$ cat config.mk
export PLATFORM = sky130hd
export DESIGN_NAME = fifo_drain_ctrl_flat
export DESIGN_NICKNAME = d
export VERILOG_FILES = /design/src/rtl/tlp_fifo_pkg.sv /design/src/rtl/fifo_drain_ctrl_if.sv /design/src/rtl/fifo_skid_buf.sv /design/src/rtl/fifo_drain_ctrl.sv /design/src/flat_wrapper.sv
export SDC_FILE = /design/constraint.sdc
export NUM_CORES = 1
export LEC_CHECK = 0
export CORE_MARGIN = 2
export CORE_UTILIZATION = 46
export CTS_CLUSTER_DIAMETER = 120
export CTS_CLUSTER_SIZE = 8
export DETAILED_ROUTE_END_ITERATION = 10
export HOLD_SLACK_MARGIN = 0.15
export PLACE_DENSITY = 0.87
export SYNTH_ARGS = -nofsm -noshare
export SYNTH_HDL_FRONTEND = slang
export SYNTH_SLANG_ARGS = --single-unit
$ cat constraint.sdc
create_clock -name clk -period 2.3 [get_ports clk]
set_clock_uncertainty 0.15 [all_clocks]
set_input_delay 0.575 -clock clk [delete_from_list [all_inputs] [get_ports clk]]
set_output_delay 0.575 -clock clk [all_outputs]
set_load 0.05 [all_outputs]
$ cat src/rtl/tlp_fifo_pkg.sv
// -----------------------------------------------------------------------------
// tlp_fifo_pkg
// Shared definitions for the TLP FIFO read side.
//   - drain_state_e : read-controller FSM states (IDLE, RUN, HALT)
//   - FIFO_DEPTH / ALMOST_EMPTY_TH / ALMOST_FULL_TH : geometry of the TLP FIFO
//     whose registered status flags drive the read controller
//   - DEFAULT_DATA_W / DEFAULT_CNT_W / SKID_DEPTH_FIXED : default parameters
// -----------------------------------------------------------------------------
package tlp_fifo_pkg;

   localparam int FIFO_DEPTH       = 8;
   localparam int ALMOST_EMPTY_TH  = 1;  // almost_empty when occupancy <= 1
   localparam int ALMOST_FULL_TH   = 6;  // almost_full when occupancy >= 6
   localparam int DEFAULT_DATA_W   = 4;
   localparam int DEFAULT_CNT_W    = 8;
   localparam int SKID_DEPTH_FIXED = 2;  // only depth the controller supports

   typedef enum logic [1:0] {
      ST_IDLE = 2'd0,
      ST_RUN  = 2'd1,
      ST_HALT = 2'd2
   } drain_state_e;

endpackage

$ cat src/rtl/fifo_drain_ctrl_if.sv
// -----------------------------------------------------------------------------
// fifo_drain_ctrl_if
// Downstream TLP word stream leaving the FIFO read controller.
//   out_data  : stream data (DATA_W)
//   out_valid : source has a word on out_data
//   out_ready : sink can accept a word
// Handshake: a word transfers on every clock edge where out_valid && out_ready
// are both 1. Once out_valid is raised the source keeps out_valid high and
// out_data unchanged until that transfer happens; out_ready may change freely
// and never depends combinationally on out_valid.
// Modports: master = source (controller), slave = sink (next pipeline stage).
// -----------------------------------------------------------------------------
interface fifo_drain_ctrl_if
   import tlp_fifo_pkg::*;
#(
   parameter int DATA_W = DEFAULT_DATA_W
);
   logic [DATA_W-1:0] out_data;
   logic              out_valid;
   logic              out_ready;

   modport master (output out_data, output out_valid, input out_ready);
   modport slave  (input out_data, input out_valid, output out_ready);
endinterface

$ cat src/rtl/fifo_skid_buf.sv
// -----------------------------------------------------------------------------
// fifo_skid_buf
// Two-entry first-in first-out buffer that catches words returned by the
// FIFO's registered read port.
//   clk, reset          : clock, synchronous active-low reset (clears contents)
//   in_valid/in_ready   : write side; a word is stored when both are 1
//   in_data             : write data
//   out_valid/out_ready : read side; head is consumed when both are 1
//   out_data            : head entry
//   count               : number of stored words (0..2)
// A write and a read in the same cycle leave count unchanged and keep order.
// -----------------------------------------------------------------------------
module fifo_skid_buf
   import tlp_fifo_pkg::*;
#(
   parameter int DATA_W = DEFAULT_DATA_W
) (
   input  logic              clk,
   input  logic              reset,
   input  logic              in_valid,
   output logic              in_ready,
   input  logic [DATA_W-1:0] in_data,
   output logic              out_valid,
   input  logic              out_ready,
   output logic [DATA_W-1:0] out_data,
   output logic [1:0]        count
);

   logic [DATA_W-1:0] mem [2];
   logic              wr_ptr;
   logic              rd_ptr;
   logic              wr_en;
   logic              rd_en;

   assign in_ready  = (count != 2'd2);
   assign out_valid = (count != 2'd0);
   assign out_data  = mem[rd_ptr];
   assign wr_en     = in_valid && in_ready;
   assign rd_en     = out_valid && out_ready;

   always_ff @(posedge clk) begin
      if (!reset) begin
         for (int i = 0; i < 2; i++) mem[i] <= '0;
         wr_ptr <= 1'b0;
         rd_ptr <= 1'b0;
         count  <= 2'd0;
      end else begin
         if (wr_en) begin
            mem[wr_ptr] <= in_data;
            wr_ptr      <= ~wr_ptr;
         end
         if (rd_en) rd_ptr <= ~rd_ptr;
         count <= count + {1'b0, wr_en} - {1'b0, rd_en};
      end
   end

endmodule

$ cat src/rtl/fifo_drain_ctrl.sv
// -----------------------------------------------------------------------------
// fifo_drain_ctrl
// Read-side controller for the 8-entry TLP FIFO. Issues pop strobes from the
// FIFO's registered status flags, absorbs the 1-cycle read latency in a
// 2-entry skid buffer and presents words on a valid/ready stream.
// Ports:
//   clk, reset           : clock, synchronous active-low reset
//   fifo_q               : FIFO read data, valid the cycle after fifo_pop
//   fifo_empty           : FIFO empty flag (registered)
//   fifo_almost_empty    : FIFO occupancy <= 1 (registered)
//   fifo_almost_full     : FIFO occupancy >= 6 (registered)
//   fifo_error           : FIFO pointer error; halts the controller
//   fifo_pop             : pop strobe to the FIFO (combinational)
//   strm                 : downstream stream (fifo_drain_ctrl_if.master)
//   pause                : registered copy of fifo_almost_full, 1 in HALT
//   halted               : sticky error indication, cleared only by reset
//   state_dbg            : current FSM state
// Optional build macro FIFO_DRAIN_STATS_EN adds saturating counters:
//   stat_pops [CNT_W]    : cycles with fifo_pop
//   stat_stalls [CNT_W]  : cycles with out_valid && !out_ready
// -----------------------------------------------------------------------------
module fifo_drain_ctrl
   import tlp_fifo_pkg::*;
#(
   parameter int DATA_W     = DEFAULT_DATA_W,
   parameter int SKID_DEPTH = SKID_DEPTH_FIXED
`ifdef FIFO_DRAIN_STATS_EN
   ,
   parameter int CNT_W      = DEFAULT_CNT_W
`endif
) (
   input  logic               clk,
   input  logic               reset,
   input  logic [DATA_W-1:0]  fifo_q,
   input  logic               fifo_empty,
   input  logic               fifo_almost_empty,
   input  logic               fifo_almost_full,
   input  logic               fifo_error,
   output logic               fifo_pop,
   fifo_drain_ctrl_if.master  strm,
   output logic               pause,
   output logic               halted,
   output drain_state_e       state_dbg
`ifdef FIFO_DRAIN_STATS_EN
   ,
   output logic [CNT_W-1:0]   stat_pops,
   output logic [CNT_W-1:0]   stat_stalls
`endif
);

   drain_state_e      state;
   drain_state_e      state_nxt;
   logic              pop_q;
   logic [1:0]        buf_count;
   logic              head_valid;
   logic [DATA_W-1:0] head_data;
   logic              drain;
   logic [2:0]        occ_nxt;
   logic              skid_in_ready_unused;

   assign drain   = head_valid && strm.out_ready;
   // Buffer occupancy once the in-flight word (pop_q) lands and this cycle's
   // drain completes; a new pop is only safe while this stays below depth.
   assign occ_nxt = {1'b0, buf_count} + {2'b00, pop_q} - {2'b00, drain};

   always_comb begin
      state_nxt = state;
      fifo_pop  = 1'b0;
      case (state)
         ST_IDLE: begin
            if (fifo_error)       state_nxt = ST_HALT;
            else if (!fifo_empty) state_nxt = ST_RUN;
         end
         ST_RUN: begin
            if (fifo_error)
               state_nxt = ST_HALT;
            else if (fifo_empty && !pop_q && (buf_count == 2'd0))
               state_nxt = ST_IDLE;
         end
         ST_HALT: state_nxt = ST_HALT;
         default: state_nxt = ST_HALT;
      endcase
      // Flags lag one pop: with almost_empty set and a pop already in flight
      // the FIFO may now be empty, so back-to-back pops are blocked. Reset
      // also masks the strobe so no word is taken while the buffer clears.
      fifo_pop = reset
              && (state != ST_HALT)
              && !fifo_empty
              && !(fifo_almost_empty && pop_q)
              && (occ_nxt < 3'(SKID_DEPTH));
   end

   always_ff @(posedge clk) begin
      if (!reset) begin
         state <= ST_IDLE;
         pop_q <= 1'b0;
         pause <= 1'b0;
      end else begin
         state <= state_nxt;
         pop_q <= fifo_pop;
         pause <= fifo_almost_full || (state_nxt == ST_HALT);
      end
   end

   assign halted    = (state == ST_HALT);
   assign state_dbg = state;

   fifo_skid_buf #(
      .DATA_W (DATA_W)
   ) u_skid (
      .clk       (clk),
      .reset     (reset),
      .in_valid  (pop_q),
      .in_ready  (skid_in_ready_unused),
      .in_data   (fifo_q),
      .out_valid (head_valid),
      .out_ready (strm.out_ready),
      .out_data  (head_data),
      .count     (buf_count)
   );

   assign strm.out_valid = head_valid;
   assign strm.out_data  = head_data;

`ifdef FIFO_DRAIN_STATS_EN
   always_ff @(posedge clk) begin
      if (!reset) begin
         stat_pops   <= '0;
         stat_stalls <= '0;
      end else begin
         if (fifo_pop && (stat_pops != '1))
            stat_pops <= stat_pops + 1'b1;
         if (head_valid && !strm.out_ready && (stat_stalls != '1))
            stat_stalls <= stat_stalls + 1'b1;
      end
   end
`endif

endmodule
$ cat src/flat_wrapper.sv
// flat-port wrapper written by rule: the top's interface ports become plain ports
module fifo_drain_ctrl_flat import tlp_fifo_pkg::*;
#(
   parameter int DATA_W     = DEFAULT_DATA_W,
   parameter int SKID_DEPTH = SKID_DEPTH_FIXED

)
  (clk, reset, fifo_q, fifo_empty, fifo_almost_empty, fifo_almost_full, fifo_error, fifo_pop, pause, halted, state_dbg, strm_out_data, strm_out_valid, strm_out_ready);
  fifo_drain_ctrl_if #(.DATA_W(DATA_W)) strm_i ();
  input  logic clk;
  input  logic reset;
  input  logic [DATA_W-1:0] fifo_q;
  input  logic fifo_empty;
  input  logic fifo_almost_empty;
  input  logic fifo_almost_full;
  input  logic fifo_error;
  output logic fifo_pop;
  output logic pause;
  output logic halted;
  output drain_state_e state_dbg;
  output wire logic [$bits(strm_i.out_data)-1:0] strm_out_data;
  output wire logic [$bits(strm_i.out_valid)-1:0] strm_out_valid;
  input wire logic [$bits(strm_i.out_ready)-1:0] strm_out_ready;
  assign strm_out_data = strm_i.out_data;
  assign strm_out_valid = strm_i.out_valid;
  assign strm_i.out_ready = strm_out_ready;
  fifo_drain_ctrl #(.DATA_W(DATA_W), .SKID_DEPTH(SKID_DEPTH)) u_core (.clk(clk), .reset(reset), .fifo_q(fifo_q), .fifo_empty(fifo_empty), .fifo_almost_empty(fifo_almost_empty), .fifo_almost_full(fifo_almost_full), .fifo_error(fifo_error), .fifo_pop(fifo_pop), .strm(strm_i), .pause(pause), .halted(halted), .state_dbg(state_dbg));
endmodule
==> results.sh, run 1 <==
export IMPL_grt_overflow=0
export IMPL_syn_area_per_cell_sq_um=11.4
export IMPL_grt_pass1_vias=605
export IMPL_worst_skew_pair_late_latency_ps=280
export IMPL_timing_critical_path_buf_inv=2
export IMPL_synthMuxAreaShare_pct=6.79
export IMPL_grt_pass1_wl_mm=2.51
export IMPL_clock_sinks=17
export IMPL_r2r_slack_ps=430
export IMPL_hold_viol_final=0
export IMPL_crit_family="adder cells"
export IMPL_max_stage_delay_ps=520
export IMPL_antenna_found_initial=0
export IMPL_netlist_top_cells_area="edfxtp_1 (30%), dfxtp_1 (22%), mux2_2 (5.6%), and2_1 (5.4%), and3_1 (3.1%)"
export IMPL_worstSetupEndpointType="output port"
export IMPL_grt_max_degree=17
export IMPL_syn_area_sq_um=811
export IMPL_initial_core_util_pct=48.0
export IMPL_post_drt_wl_per_cell_um=13.1
export IMPL_synth_cells=71
export IMPL_power_share_combinational_pct=48.4
export IMPL_reg2reg_to="u_core.pop_q"
export IMPL_chipHeight_um=46.0
export IMPL_synth_xor_xnor_area_share_pct=3.24
export IMPL_drive_gt1_share_pct=31.1
export IMPL_yosysTopAreaCell="edfxtp_1"
export IMPL_nets=117
export IMPL_synth_cell_types=30
export IMPL_routed_wl_mm=1.57
export IMPL_synth_edff_count=8
export IMPL_p_int_mw=0.669
export IMPL_crit_type="in -> out"
export IMPL_seqPwrFrac_pct=37.1
export IMPL_synth_common_cells="dfxtp_1 (9), edfxtp_1 (8), and2_1 (7)"
export IMPL_setup_viol=1
export IMPL_worst_slack_ps=-488
export IMPL_hold_end="u_core.state_dbg[0]"
export IMPL_crit_arrival_ps=2060
export IMPL_max_freq_ghz=0.359
export IMPL_num_fill_cells=140
export IMPL_synth_yosys_seq_area_share_pct=51.9
export IMPL_synthToLayoutAreaGrowth_pct=43.7
export IMPL_ys_ff_latch=17
export IMPL_die_width_um=46.0
export IMPL_drc=0
export IMPL_outcome="complete, but fails checks"
export IMPL_synth_net_count=84
export IMPL_critical_path_cell_chain="buf_6, xor2_1, nand2_1, fa_2, nand3b_1, a2111oi_4, clkbuf_16"
export IMPL_reg2reg_depth=5
export IMPL_drt_iter0_drc=7
export IMPL_die_area_sq_um=2110
export IMPL_synth_compound_area_share_pct=11.0
export IMPL_worstPathMaxFanout=6
export IMPL_irDropWorstVdd_mv=0.720
export IMPL_p_sw_mw=0.416
export IMPL_tns_ps=-488
export IMPL_grt_use_total_pct=16.5
export IMPL_ys_warn_count=0
export IMPL_grt_setup_unrepaired="yes"
export IMPL_leakage_nw=0.495
export IMPL_cts_clk_slew_worst_paths_ps=90
export IMPL_ctsHtreeMaxLevel=1
export IMPL_required_ps=1570
export IMPL_cap_violations=0
export IMPL_fin_crit_ps=2790
export IMPL_hp_start="u_core.state_dbg[0]"
export IMPL_power_frac_clock_pct=14.5
export IMPL_multiInputGateArea_sq_um=400
export IMPL_whs_ps=360
export IMPL_num_vias=630
export IMPL_synth_top_area_share_pct=29.6
export IMPL_coreArea_sq_um=1690
export IMPL_synth_simple_gate_area_share_pct=21.3
export IMPL_viasPerCell=5.25
export IMPL_post_dp_hpwl_mm=1.23
export IMPL_power_density_nw_per_um2=932
export IMPL_period_share_pct=121
export IMPL_ant_nets=0
export IMPL_dr_pass1_iters=4
export IMPL_cpMaxStageDelayCell="fa_2"
export IMPL_synth_flop_cell="dfxtp_1"
export IMPL_r2r_start="u_core.pop_q"
export IMPL_register_area_sq_um=424
export IMPL_min_path_type="reg -> reg"
export IMPL_synth_top_family_by_area="simple AND/OR/NAND/NOR gates"
export IMPL_rows=15
export IMPL_tightest_slew_ps=499
export IMPL_start_kind="input port"
export IMPL_p_sw_share_pct=38.4
export IMPL_place_congestion=0.709
export IMPL_cts_root_buf="clkbuf_4"
export IMPL_violations="setup timing"
export IMPL_postSynth_asyncResetShare_pct=0
export IMPL_io_buffer_count=20
export IMPL_yosysMostFrequentCell="dfxtp_1"
export IMPL_ios=21
export IMPL_synthAdderAreaFrac_pct=4.01
export IMPL_cts_buffers=3
export IMPL_cts_max_path_buffers=2
export IMPL_diodes=0
export IMPL_slew_violations=0
export IMPL_cts_tree="built"
export IMPL_hold_depth=2
export IMPL_slew_headroom_pct=66.6
-- flip-flops by register name, indices dropped and copies added, names as in the netlist, named ones only --
register	count
u_core.u_skid.mem	8
u_core.state_dbg	2
u_core.u_skid.count	2
u_core.pause	1
u_core.pop_q	1
u_core.u_skid.rd_ptr	1
u_core.u_skid.wr_ptr	1
-- power by group through the flow --
| stage | logic [mW] | clock network [mW] | registers (mW) |
|---|---|---|---|
| 6_report | 0.525 | 0.157 | 0.403 |
| 5_1_grt | 0.565 | 0.174 | 0.409 |
| 4_1_cts | 0.510 | 0.161 | 0.408 |
| 3_5_place_dp | 0.507 | 0 | 0.411 |
| 3_3_place_gp | 0.489 | 0 | 0.409 |
| 2_1_floorplan | 0.321 | 0 | 0.420 |
-- kinds of logic after synthesis --
kind of cell	count (synthesis)
adders and majority gates	2
AOI/OAI and AO/OA	12
and+or+nand+nor	29
DFF	17
xor gates and xnor gates	3
muxes	5
buffers and inverters	3
-- cell type report --
cell class | instances | share of cell area [%]
well taps | 17 | 1.83
flip-flops and latches | 17 | 36.4
repair buffers | 30 | 24.8
clock buffers | 4 | 2.26
inverters | 1 | 0.322
multi-input cells | 51 | 34.4
-- worst max-delay path by stage --
stage,start,endpoint,slack [ps],cells after the start
6_report,strm_out_ready,fifo_pop,-490,7
5_1_grt,u_core.pop_q,fifo_pop,-580,6
4_1_cts,u_core.pop_q,fifo_pop,-490,6
3_5_place_dp,strm_out_ready,fifo_pop,-930,7
3_3_place_gp,strm_out_ready,fifo_pop,-860,7
2_1_floorplan,strm_out_ready,fifo_pop,-470,5
-- worst reg2reg max path: stages (launching register included) --
cell,delay (ps)
dfxtp_4,370
xor2_1,170
nand2_1,100
fa_2,520
nand3b_1,130
a2111oi_0,310
-- cells in the final DEF, fill, tap and decap left out, drive strengths merged --
cell,synthesis,layout
dfxtp,9,9
or2,1,1
o21a,1,1
a2111oi,2,2
nand2b,4,4
fa,1,1
clkdlybuf4s50,0,12
clkbuf,1,5
edfxtp,8,8
and2,7,7
and3,4,4
nand2,4,4
a21boi,1,1
nor2b,3,3
o22a,1,1
xnor2,1,1
buf,1,17
mux2i,1,1
a32oi,1,1
a21oi,2,2
a21bo,1,1
nor3,2,2
o31a,1,1
inv,1,1
o21ai,2,2
nand3b,1,1
ha,1,1
nor2,3,3
xor2,2,2
mux2,4,4
-- metrics by stage --
| stage | std cells | setup WS, ps | util [%] | total power [mW] | cell area, sq um |
|---|---|---|---|---|---|
| 2_1_floorplan | 71 | -466 | - | 0.741 | 830 |
| 3_3_place_gp | 114 | -863 | 65.6 | 0.897 | 1110 |
| 3_5_place_dp | 114 | -927 | 65.6 | 0.917 | 1110 |
| 4_1_cts | 118 | -490 | 67.6 | 1.08 | 1140 |
| 5_1_grt | 120 | -582 | 69.0 | 1.15 | 1160 |
| 6_report | 120 | -488 | 69.0 | 1.09 | 1160 |
-- metal layers --
layer / routed length [um] / vias to the layer above / share of wire [%] / global-route usage [%]
met5: 0 / - / 0 / 0
li1: - / 319 / - / -
met4: 11 / 0 / 0.70 / 3.43
met1: 655 / 293 / 42 / 18.4
met3: 70 / 2 / 4.5 / 3.97
met2: 831 / 16 / 53 / 31.1
-- repair_timing --
action | in CTS | in global routing
buffers inserted | 0 | 2
hold buffers | 0 | 0
gates resized for setup | 9 | 2
setup endpoints to repair | 2 | 1
pin swaps | 2 | 1
endpoints found under the hold margin | 0 | 0
(Power assumes the default switching activity.)
==> run 2: changes to the inputs <==
--- a/config.mk
+++ b/config.mk
@@ -6,12 +6,12 @@
 export NUM_CORES = 1
 export LEC_CHECK = 0
 export CORE_MARGIN = 2
-export CORE_UTILIZATION = 46
+export CORE_UTILIZATION = 25
 export CTS_CLUSTER_DIAMETER = 120
 export CTS_CLUSTER_SIZE = 8
 export DETAILED_ROUTE_END_ITERATION = 10
 export HOLD_SLACK_MARGIN = 0.15
-export PLACE_DENSITY = 0.87
+export PLACE_DENSITY = 0.58
 export SYNTH_ARGS = -nofsm -noshare
 export SYNTH_HDL_FRONTEND = slang
 export SYNTH_SLANG_ARGS = --single-unit
==> constraint.sdc (replaced) <==
create_clock -name clk -period 2.3 [get_ports clk]
set_clock_uncertainty 0.15 [all_clocks]
set_input_delay 0.575 -clock clk [delete_from_list [all_inputs] [get_ports clk]]
set_output_delay 0.575 -clock clk [all_outputs]
set_load 0.005 [all_outputs]
==> run 2 against run 1 <==
Net effect: the run still ends with setup timing left; global-route usage down 6.9 points; largest cell class unchanged; routed wire length down 0.32%; first-iteration DRC count rose by 57%; power is 15% lower; maximum frequency rose by 6.6%; critical endpoint unchanged.
==> results.sh, run 2 (synthesis gave the netlist of run 1 again) <==
export IMPL_outcome="complete, but fails checks"
export IMPL_violations="setup timing"
export IMPL_grt_pass1_wl_mm=2.63
export IMPL_setup_viol=1
export IMPL_cts_tree="built"
export IMPL_period_share_pct=114
export IMPL_nets=118
export IMPL_rows=20
export IMPL_start_kind="input port"
export IMPL_ctsHtreeMaxLevel=1
export IMPL_seqPwrFrac_pct=44.1
export IMPL_grt_setup_unrepaired="yes"
export IMPL_hold_depth=2
export IMPL_grt_overflow=0
export IMPL_slew_headroom_pct=74.8
export IMPL_p_sw_mw=0.269
export IMPL_hp_start="u_core.state_dbg[0]"
export IMPL_fin_crit_ps=2620
export IMPL_cts_root_buf="clkbuf_4"
export IMPL_critical_path_cell_chain="buf_4, xor2_1, nand2_1, fa_1, xor2_1, a2111oi_2, buf_2"
export IMPL_final_cell_mix="clkdlybuf4s50_1 (17), buf_4 (12), edfxtp_1 (8), and2_1 (7), dfxtp_1 (7)"
export IMPL_reg2reg_to="u_core.pop_q"
export IMPL_leakage_nw=0.498
export IMPL_crit_type="in -> out"
export IMPL_max_stage_delay_ps=370
export IMPL_place_congestion=0.722
export IMPL_cp_depth=7
export IMPL_clock_sinks=17
export IMPL_num_vias=635
export IMPL_cpMostUsedCell="xor2_1"
export IMPL_diodes=0
export IMPL_ant_nets=0
export IMPL_hold_viol_final=0
export IMPL_initial_core_util_pct=26.3
export IMPL_power_share_combinational_pct=39.1
export IMPL_worst_slack_ps=-316
export IMPL_final_cells=148
export IMPL_power_density_nw_per_um2=785
export IMPL_coreArea_sq_um=3080
export IMPL_hold_end="u_core.state_dbg[0]"
export IMPL_drt_iter0_drc=11
export IMPL_top_register="u_core.u_skid.mem"
export IMPL_chipHeight_um=61.0
export IMPL_power_mw=0.925
export IMPL_post_dp_hpwl_mm=1.23
export IMPL_crit_arrival_ps=1890
export IMPL_dp_cells=144
export IMPL_die_area_sq_um=3710
export IMPL_tns_ps=-316
export IMPL_post_cts_buffers=0
export IMPL_p_int_mw=0.656
export IMPL_io_buffer_count=20
export IMPL_cts_max_path_buffers=2
export IMPL_synthToLayoutAreaGrowth_pct=45.2
export IMPL_drive_gt1_share_pct=27.9
export IMPL_ios=21
export IMPL_crit_family="adder cells"
export IMPL_largest_reg_flops=8
export IMPL_cpMaxStageDelayCell="fa_1"
export IMPL_cts_clk_slew_worst_paths_ps=90
export IMPL_antenna_found_initial=0
export IMPL_power_frac_clock_pct=16.8
export IMPL_min_path_type="reg -> reg"
export IMPL_reg2reg_depth=5
export IMPL_p_sw_share_pct=29.0
export IMPL_routed_wl_mm=1.56
export IMPL_irDropWorstVdd_mv=0.403
export IMPL_max_freq_ghz=0.382
export IMPL_grt_max_degree=17
export IMPL_r2r_slack_ps=490
export IMPL_dr_pass1_iters=2
export IMPL_ctsHoldBuffers=0
export IMPL_post_drt_wl_per_cell_um=10.6
export IMPL_cts_buffers=3
export IMPL_worstPathMaxFanout=5
export IMPL_r2r_start="u_core.u_skid.count[0]"
export IMPL_slew_violations=0
export IMPL_grt_use_total_pct=9.57
export IMPL_grt_pass1_vias=610
export IMPL_required_ps=1570
export IMPL_final_common_cell="clkdlybuf4s50_1"
export IMPL_timing_critical_path_buf_inv=2
export IMPL_die_width_um=61.0
export IMPL_tightest_slew_ps=368
export IMPL_worstSetupEndpointType="output port"
export IMPL_startpoint="strm_out_ready"
export IMPL_drc=0
export IMPL_cap_violations=0
export IMPL_worst_skew_pair_late_latency_ps=280
export IMPL_viasPerCell=4.29
-- run 2: cell count changes in the layout (fill, tap and decap cells not counted), sizes merged --
cell / change
clkinv: +1
clkdlybuf4s50: +5
clkbuf: -2
buf: -4
dlymetal6s2s: +1
-- run 2: metal layers --
metal  routed length (um)  up-vias  track usage (%)
met1                  695      295             11.5
li1                     -      320                -
met5                    0        -                0
met2                  739       18             15.7
met3                  118        2             4.05
met4                   10        0             2.80
-- run 2: how the worst max path moves through the flow --
stage,slack [ps],endpoint
finish,-320,fifo_pop
CTS,-340,fifo_pop
global route,-420,fifo_pop
global placement,-1180,fifo_pop
detailed placement,-1180,fifo_pop
floorplan,-60,fifo_pop
-- run 2: what timing repair did --
item                       in CTS  in global routing
setup endpoints to repair       1                  2
pin swaps                       0                  1
gates resized for setup        11                  4
-- run 2: cell type report --
cell class                      count  area (sq um)
Multi-Input combinational cell     51           388
Fill cell                         315          1900
Tap cell                           44          55.1
Inverter                            1          3.75
Clock buffer                        3          22.5
Timing Repair Buffer               31           278
Sequential cell                    17           425
Clock inverter                      1          5.00
-- run 2: worst reg2reg max path: cells and delay by family, from the launching register on --
family | cells | cell delay, ps
compound gates | 2 | 550
fa+ha+maj | 1 | 400
flops | 1 | 340
xor+xnor | 1 | 170
simple gates | 1 | 70
-- run 2: power by group through the flow --
stage	logic [mW]	registers [mW]	clock network [mW]
global placement	0.361	0.408	0
floorplan	0.186	0.409	0
detailed placement	0.366	0.408	0
CTS	0.367	0.405	0.166
global route	0.403	0.415	0.179
finish	0.361	0.408	0.156
-- run 2: through the flow --
step | setup WS (ps) | util, % | hold slack [ps] | area [sq um]
after detailed placement | -1180 | 37.2 | 358 | 1140
after global placement | -1180 | 37.2 | 338 | 1140
final | -316 | 38.3 | 365 | 1180
after global routing | -416 | 38.3 | 404 | 1180
after CTS | -336 | 38.0 | 370 | 1170
after floorplan | -61.1 | - | 329 | 817
